$ cat config.mk
export PLATFORM = sky130hd
export DESIGN_NAME = mm_sequencer
export DESIGN_NICKNAME = d
export VERILOG_FILES = /design/src/rtl/mm_sequencer.sv
export SDC_FILE = /design/constraint.sdc
export NUM_CORES = 1
export LEC_CHECK = 0
export CORE_MARGIN = 4
export CORE_UTILIZATION = 49
export CTS_BUF_LIST = sky130_fd_sc_hd__clkbuf_8
export CTS_CLUSTER_DIAMETER = 60
export DETAILED_ROUTE_END_ITERATION = 8
export DONT_BUFFER_PORTS = 1
export GPL_TIMING_DRIVEN = 0
export PLACE_DENSITY = 0.74
export SLEW_MARGIN = 5
export SYNTH_ARGS = -nofsm -noshare
export SYNTH_HDL_FRONTEND = slang
export SYNTH_SLANG_ARGS = --single-unit
$ cat constraint.sdc
create_clock -name clk_i -period 3.4 [get_ports clk_i]
set_input_delay 0.17 -clock clk_i [delete_from_list [all_inputs] [get_ports clk_i]]
set_output_delay 0.17 -clock clk_i [all_outputs]
set_load 0.02 [all_outputs]
$ cat src/rtl/mm_sequencer.sv
// Sequences one shared signed MAC over external A/B RAMs to compute C = A x B, one C element per write.
// Optional MM_SEQ_RELU_EN: clamp negative saturated results to zero before they are written.
module mm_sequencer #(
    parameter int N     = 3,
    parameter int DIN   = 3,
    parameter int DOUT  = 3,
    parameter int WIDTH = 8,
    localparam int AW_A = (N * DIN > 1) ? $clog2(N * DIN) : 1,
    localparam int AW_B = (DIN * DOUT > 1) ? $clog2(DIN * DOUT) : 1,
    localparam int AW_C = (N * DOUT > 1) ? $clog2(N * DOUT) : 1
) (
    input  logic                      clk_i,
    input  logic                      rst_n_i,
    input  logic                      start_i,
    output logic                      busy_o,
    output logic                      done_o,
    output logic                      a_rd_en_o,
    output logic [AW_A-1:0]           a_addr_o,
    input  logic signed [WIDTH-1:0]   a_rdata_i,
    output logic                      b_rd_en_o,
    output logic [AW_B-1:0]           b_addr_o,
    input  logic signed [WIDTH-1:0]   b_rdata_i,
    output logic                      c_we_o,
    output logic [AW_C-1:0]           c_addr_o,
    output logic signed [2*WIDTH-1:0] c_wdata_o
);

    // state | meaning
    // IDLE  | waiting for start_i
    // RUN   | one A/B read issued per cycle, k innermost, then j, then i
    // DRAIN | reads finished, MAC pipeline emptying until the last C write
    // DONE  | one-cycle done pulse, then back to IDLE
    typedef enum logic [1:0] {S_IDLE, S_RUN, S_DRAIN, S_DONE} state_t;

    localparam int IW   = (N > 1) ? $clog2(N) : 1;
    localparam int JW   = (DOUT > 1) ? $clog2(DOUT) : 1;
    localparam int KW   = (DIN > 1) ? $clog2(DIN) : 1;
    localparam int ACCW = 2 * WIDTH + $clog2(DIN) + 1;

    localparam logic signed [ACCW-1:0] SAT_MAX = {{(ACCW-2*WIDTH+1){1'b0}}, {(2*WIDTH-1){1'b1}}};
    localparam logic signed [ACCW-1:0] SAT_MIN = ~SAT_MAX;

    state_t                    state_q, state_d;
    logic [IW-1:0]             i_q, i_d;
    logic [JW-1:0]             j_q, j_d;
    logic [KW-1:0]             k_q, k_d;
    logic                      run, last_i, last_j, last_k;
    logic [AW_C-1:0]           caddr;

    logic                      v1_q, first1_q, last1_q;
    logic [AW_C-1:0]           caddr1_q;
    logic signed [ACCW-1:0]    acc_q, acc_sum;
    logic signed [2*WIDTH-1:0] prod, res_sat, res;
    logic                      c_we_q;
    logic [AW_C-1:0]           c_addr_q;
    logic signed [2*WIDTH-1:0] c_wdata_q;

    assign run    = (state_q == S_RUN);
    assign last_i = (i_q == IW'(N - 1));
    assign last_j = (j_q == JW'(DOUT - 1));
    assign last_k = (k_q == KW'(DIN - 1));
    assign caddr  = AW_C'(i_q * DOUT + j_q);

    always_ff @(posedge clk_i or negedge rst_n_i) begin
        if (!rst_n_i) begin
            state_q <= S_IDLE;
            i_q     <= '0;
            j_q     <= '0;
            k_q     <= '0;
        end else begin
            state_q <= state_d;
            i_q     <= i_d;
            j_q     <= j_d;
            k_q     <= k_d;
        end
    end

    always_comb begin
        state_d = state_q;
        i_d     = i_q;
        j_d     = j_q;
        k_d     = k_q;
        case (state_q)
            S_IDLE: begin
                if (start_i) state_d = S_RUN;
            end
            S_RUN: begin
                if (last_k) begin
                    k_d = '0;
                    if (last_j) begin
                        j_d = '0;
                        if (last_i) begin
                            i_d     = '0;
                            state_d = S_DRAIN;
                        end else begin
                            i_d = i_q + IW'(1);
                        end
                    end else begin
                        j_d = j_q + JW'(1);
                    end
                end else begin
                    k_d = k_q + KW'(1);
                end
            end
            // The last write is visible once the read pipeline has emptied.
            S_DRAIN: begin
                if (c_we_q && !v1_q) state_d = S_DONE;
            end
            S_DONE: state_d = S_IDLE;
            default: state_d = S_IDLE;
        endcase
    end

    assign busy_o    = run || (state_q == S_DRAIN);
    assign done_o    = (state_q == S_DONE);
    assign a_rd_en_o = run;
    assign b_rd_en_o = run;
    assign a_addr_o  = run ? AW_A'(i_q * DIN + k_q) : '0;
    assign b_addr_o  = run ? AW_B'(k_q * DOUT + j_q) : '0;

    assign prod = $signed({{WIDTH{a_rdata_i[WIDTH-1]}}, a_rdata_i})
                * $signed({{WIDTH{b_rdata_i[WIDTH-1]}}, b_rdata_i});

    always_comb begin
        acc_sum = first1_q ? ACCW'(prod) : acc_q + ACCW'(prod);
        if (acc_sum > SAT_MAX) begin
            res_sat = {1'b0, {(2*WIDTH-1){1'b1}}};
        end else if (acc_sum < SAT_MIN) begin
            res_sat = {1'b1, {(2*WIDTH-1){1'b0}}};
        end else begin
            res_sat = acc_sum[2*WIDTH-1:0];
        end
        res = res_sat;
`ifdef MM_SEQ_RELU_EN
        if (res_sat[2*WIDTH-1]) res = '0;
`endif
    end

    // Tags travel with each read so the data stage knows when to load, add and write.
    always_ff @(posedge clk_i or negedge rst_n_i) begin
        if (!rst_n_i) begin
            v1_q      <= 1'b0;
            first1_q  <= 1'b0;
            last1_q   <= 1'b0;
            caddr1_q  <= '0;
            acc_q     <= '0;
            c_we_q    <= 1'b0;
            c_addr_q  <= '0;
            c_wdata_q <= '0;
        end else begin
            v1_q     <= run;
            first1_q <= run && (k_q == '0);
            last1_q  <= run && last_k;
            caddr1_q <= run ? caddr : '0;
            if (v1_q) acc_q <= acc_sum;
            c_we_q <= v1_q && last1_q;
            if (v1_q && last1_q) begin
                c_addr_q  <= caddr1_q;
                c_wdata_q <= res;
            end
        end
    end

    assign c_we_o    = c_we_q;
    assign c_addr_o  = c_addr_q;
    assign c_wdata_o = c_wdata_q;

endmodule

==> impl_metrics.env <==
export IMPL_status="finished, violations left"
export IMPL_violations="setup timing"
export IMPL_numCtsBuffers=5
export IMPL_drive_above_1_share=0.236
export IMPL_ys_warn_count=0
export IMPL_multiInputGateArea_um2=4930
export IMPL_gp_routability_congestion=0.829
export IMPL_fin_crit_sh=1.68
export IMPL_dr_pass1_iters=5
export IMPL_start_util=0.509
export IMPL_die_h_um=121
export IMPL_syn_nets=828
export IMPL_totalWireLength_um=14800
export IMPL_grt_pass1_vias=5051
export IMPL_maxSlewViolCount=0
export IMPL_clk_pin_slew_worst_paths_ns=0.10
export IMPL_cp_start_kind="primary input"
export IMPL_rows=40
export IMPL_worst_hold_path_type="primary input to register"
export IMPL_grt_pass1_wl_um=23900
export IMPL_port_buffers=0
export IMPL_ys_seq_area_frac=0.221
export IMPL_seq_area_um2=1380
export IMPL_fin_util=0.611
export IMPL_viasPerCell=5.51
export IMPL_crit_path_max_fanout=8
export IMPL_setup_slack_ns=-2.31
export IMPL_design_core_area_um2=12200
export IMPL_worst_setup_path_end_kind="register"
export IMPL_first_iter_violations=477
export IMPL_worstSkewPairLatency_ns=0.32
export IMPL_clk_path_buf_depth=2
export IMPL_min_period_ns=5.71
export IMPL_n_antenna_cell=0
export IMPL_finalHoldViolations=0
export IMPL_drt_wirelength_per_cell_um=16.5
export IMPL_io_pins=52
export IMPL_hpwl_um=10800
export IMPL_cts_tree="yes"
export IMPL_ctsHtreeMaxLevel=2
export IMPL_final_net_count=872
export IMPL_synth_ff_type="dfrtp_1"
export IMPL_final_common_cell="inv_1"
export IMPL_rsz0062_at_grt="yes"
export IMPL_drv_cap=0
export IMPL_avgSynthCellArea_um2=9.10
export IMPL_grt_antenna_before_repair=0
export IMPL_async_flop_share=1.00
export IMPL_setup_violations=28
export IMPL_dieArea_um2=14600
export IMPL_grt_max_degree=56
export IMPL_drc=0
export IMPL_worst_slew_pin_slew_ns=0.680
export IMPL_cts_num_sinks=55
export IMPL_final_setup_skew_ns=0.00627
export IMPL_cts_root_buf="clkbuf_8"
export IMPL_synth_cell_area_um2=6220
export IMPL_die_w_um=121
export IMPL_fmax_mhz=175
export IMPL_grtUsageTotal=0.200
export IMPL_n_fill_cell=991
export IMPL_num_vias=4938
export IMPL_synth_edf_count=0
export IMPL_cp_data_arrival_time_ns=5.91
export IMPL_synth_seq_cells=55
export IMPL_globalRoute_totalOverflow=0
export IMPL_relSlewSlack=0.547
export IMPL_worstSetupPathType="primary input to register"
export IMPL_required_ns=3.60
export IMPL_layout_common_cells="inv_1 (99), fa_1 (58), dfrtp_1 (55), nor2_1 (52), and2_1 (50)"
export IMPL_synthCells=683
export IMPL_ant_nets=0
export IMPL_synthDistinctLibCells=58
export IMPL_synthToLayoutAreaGrowth_pct=19.9
through the flow:
stage | hold slack [ns] | TNS, ns | worst slack [ns] | instances | area [um^2]
detailed placement | -0.123 | -66.06 | -2.90 | 851 | 6570
floorplan | -0.126 | -50.61 | -2.28 | 683 | 6360
global placement | -0.123 | -61.35 | -2.70 | 851 | 6570
CTS | 0.168 | -51.81 | -2.25 | 884 | 7120
finish | 0.172 | -52.92 | -2.31 | 896 | 7460
global route | 0.194 | -57.84 | -2.54 | 896 | 7460
synthesized netlist by cell type, drive strengths merged (2+ instances only):
cell,count,area share
nand2,31,0.019
ha,66,0.13
a31oi,5,0.0074
o31ai,3,0.0044
a211oi,4,0.0056
clkbuf,10,0.0060
nor4,2,0.0030
xnor2,21,0.030
nor2b,16,0.016
mux2,11,0.020
o21ai,27,0.022
o21a,6,0.0072
dfrtp,55,0.22
o21bai,4,0.0048
xor2,11,0.015
nor2,60,0.036
and2,55,0.055
nand3,3,0.0024
o22ai,15,0.015
a2111oi,2,0.0028
or2,13,0.013
o31a,2,0.0030
and3,3,0.0030
inv,113,0.068
mux2i,7,0.011
nand2b,5,0.0050
a21oi,38,0.032
buf,4,0.0054
nor3,6,0.0064
fa,60,0.19
a21o,7,0.0085
o211ai,4,0.0048
per-layer routing:
metal	part of all wire	global-route usage	up-vias
met4	0.023	0.0460	0
li1	-	-	2300
met1	0.40	0.248	2476
met3	0.033	0.0290	35
met2	0.54	0.367	127
met5	0	0	-
critical path, stage by stage:
cell       delay [ns]
and2_4           0.14
fa_1             0.52
inv_1            0.05
fa_1             0.48
inv_1            0.06
fa_1             0.54
inv_1            0.05
fa_1             0.49
inv_2            0.05
ha_4             0.24
a21oi_4          0.16
o21bai_4         0.09
a2111oi_4        0.40
o41ai_2          0.14
xor2_1           0.26
ha_1             0.30
a21o_1           0.18
a21oi_1          0.11
and2b_1          0.20
a311oi_2         0.25
xor2_1           0.24
o211ai_1         0.20
a31oi_4          0.35
buf_6            0.17
o22ai_1          0.08
sequential cells by signal (all words and copies together) (netlist names):
name	cells
c_addr_o	4
c_wdata_o	16
first1_q	1
v1_q	1
acc_q	19
i_q	2
c_we_o	1
j_q	2
k_q	2
caddr1_q	4
state_q	2
last1_q	1
final cells by class:
class | count | area share
Clock inverter | 2 | 0.00470
Sequential cell | 55 | 0.185
Tap cell | 168 | 0.0282
Inverter | 114 | 0.0574
Multi-Input combinational cell | 500 | 0.662
Timing Repair Buffer | 37 | 0.0428
Buffer | 14 | 0.00957
Clock buffer | 6 | 0.0111
cell families after synthesis:
logic type,count (synthesis),synth area share
compound gates,124,0.129
xor+xnor,32,0.0451
fa+ha+maj,126,0.326
buf+inv,128,0.0803
flops,55,0.221
mux,18,0.0312
simple gates,200,0.167
final timing paths:
path / depth (start not counted) / start / slack [ns] / endpoint
max in group asynchronous: 2 / rst_n_i / 2.80 / acc_q[13]
hold / removal: 4 / start_i / 0.17 / state_q[0]
setup reg to reg: 13 / acc_q[0] / 0.05 / c_wdata_o[8]
setup / recovery: 25 / b_rdata_i[2] / -2.31 / c_wdata_o[8]
min in group asynchronous: 2 / rst_n_i / 0.37 / c_wdata_o[0]
hold reg to reg: 1 / caddr1_q[2] / 0.49 / c_addr_o[2]
what timing repair did:
action	in CTS	in global routing
hold buffers	2	0
pin swaps	26	48
resized for setup	38	55
endpoints found under the setup margin	28	29
buffers inserted	22	12
cloned	1	0
endpoints found under the hold margin	55	0
Power is not shown: default switching activity piles up to over one toggle a cycle in this logic, so the estimate is an artifact.
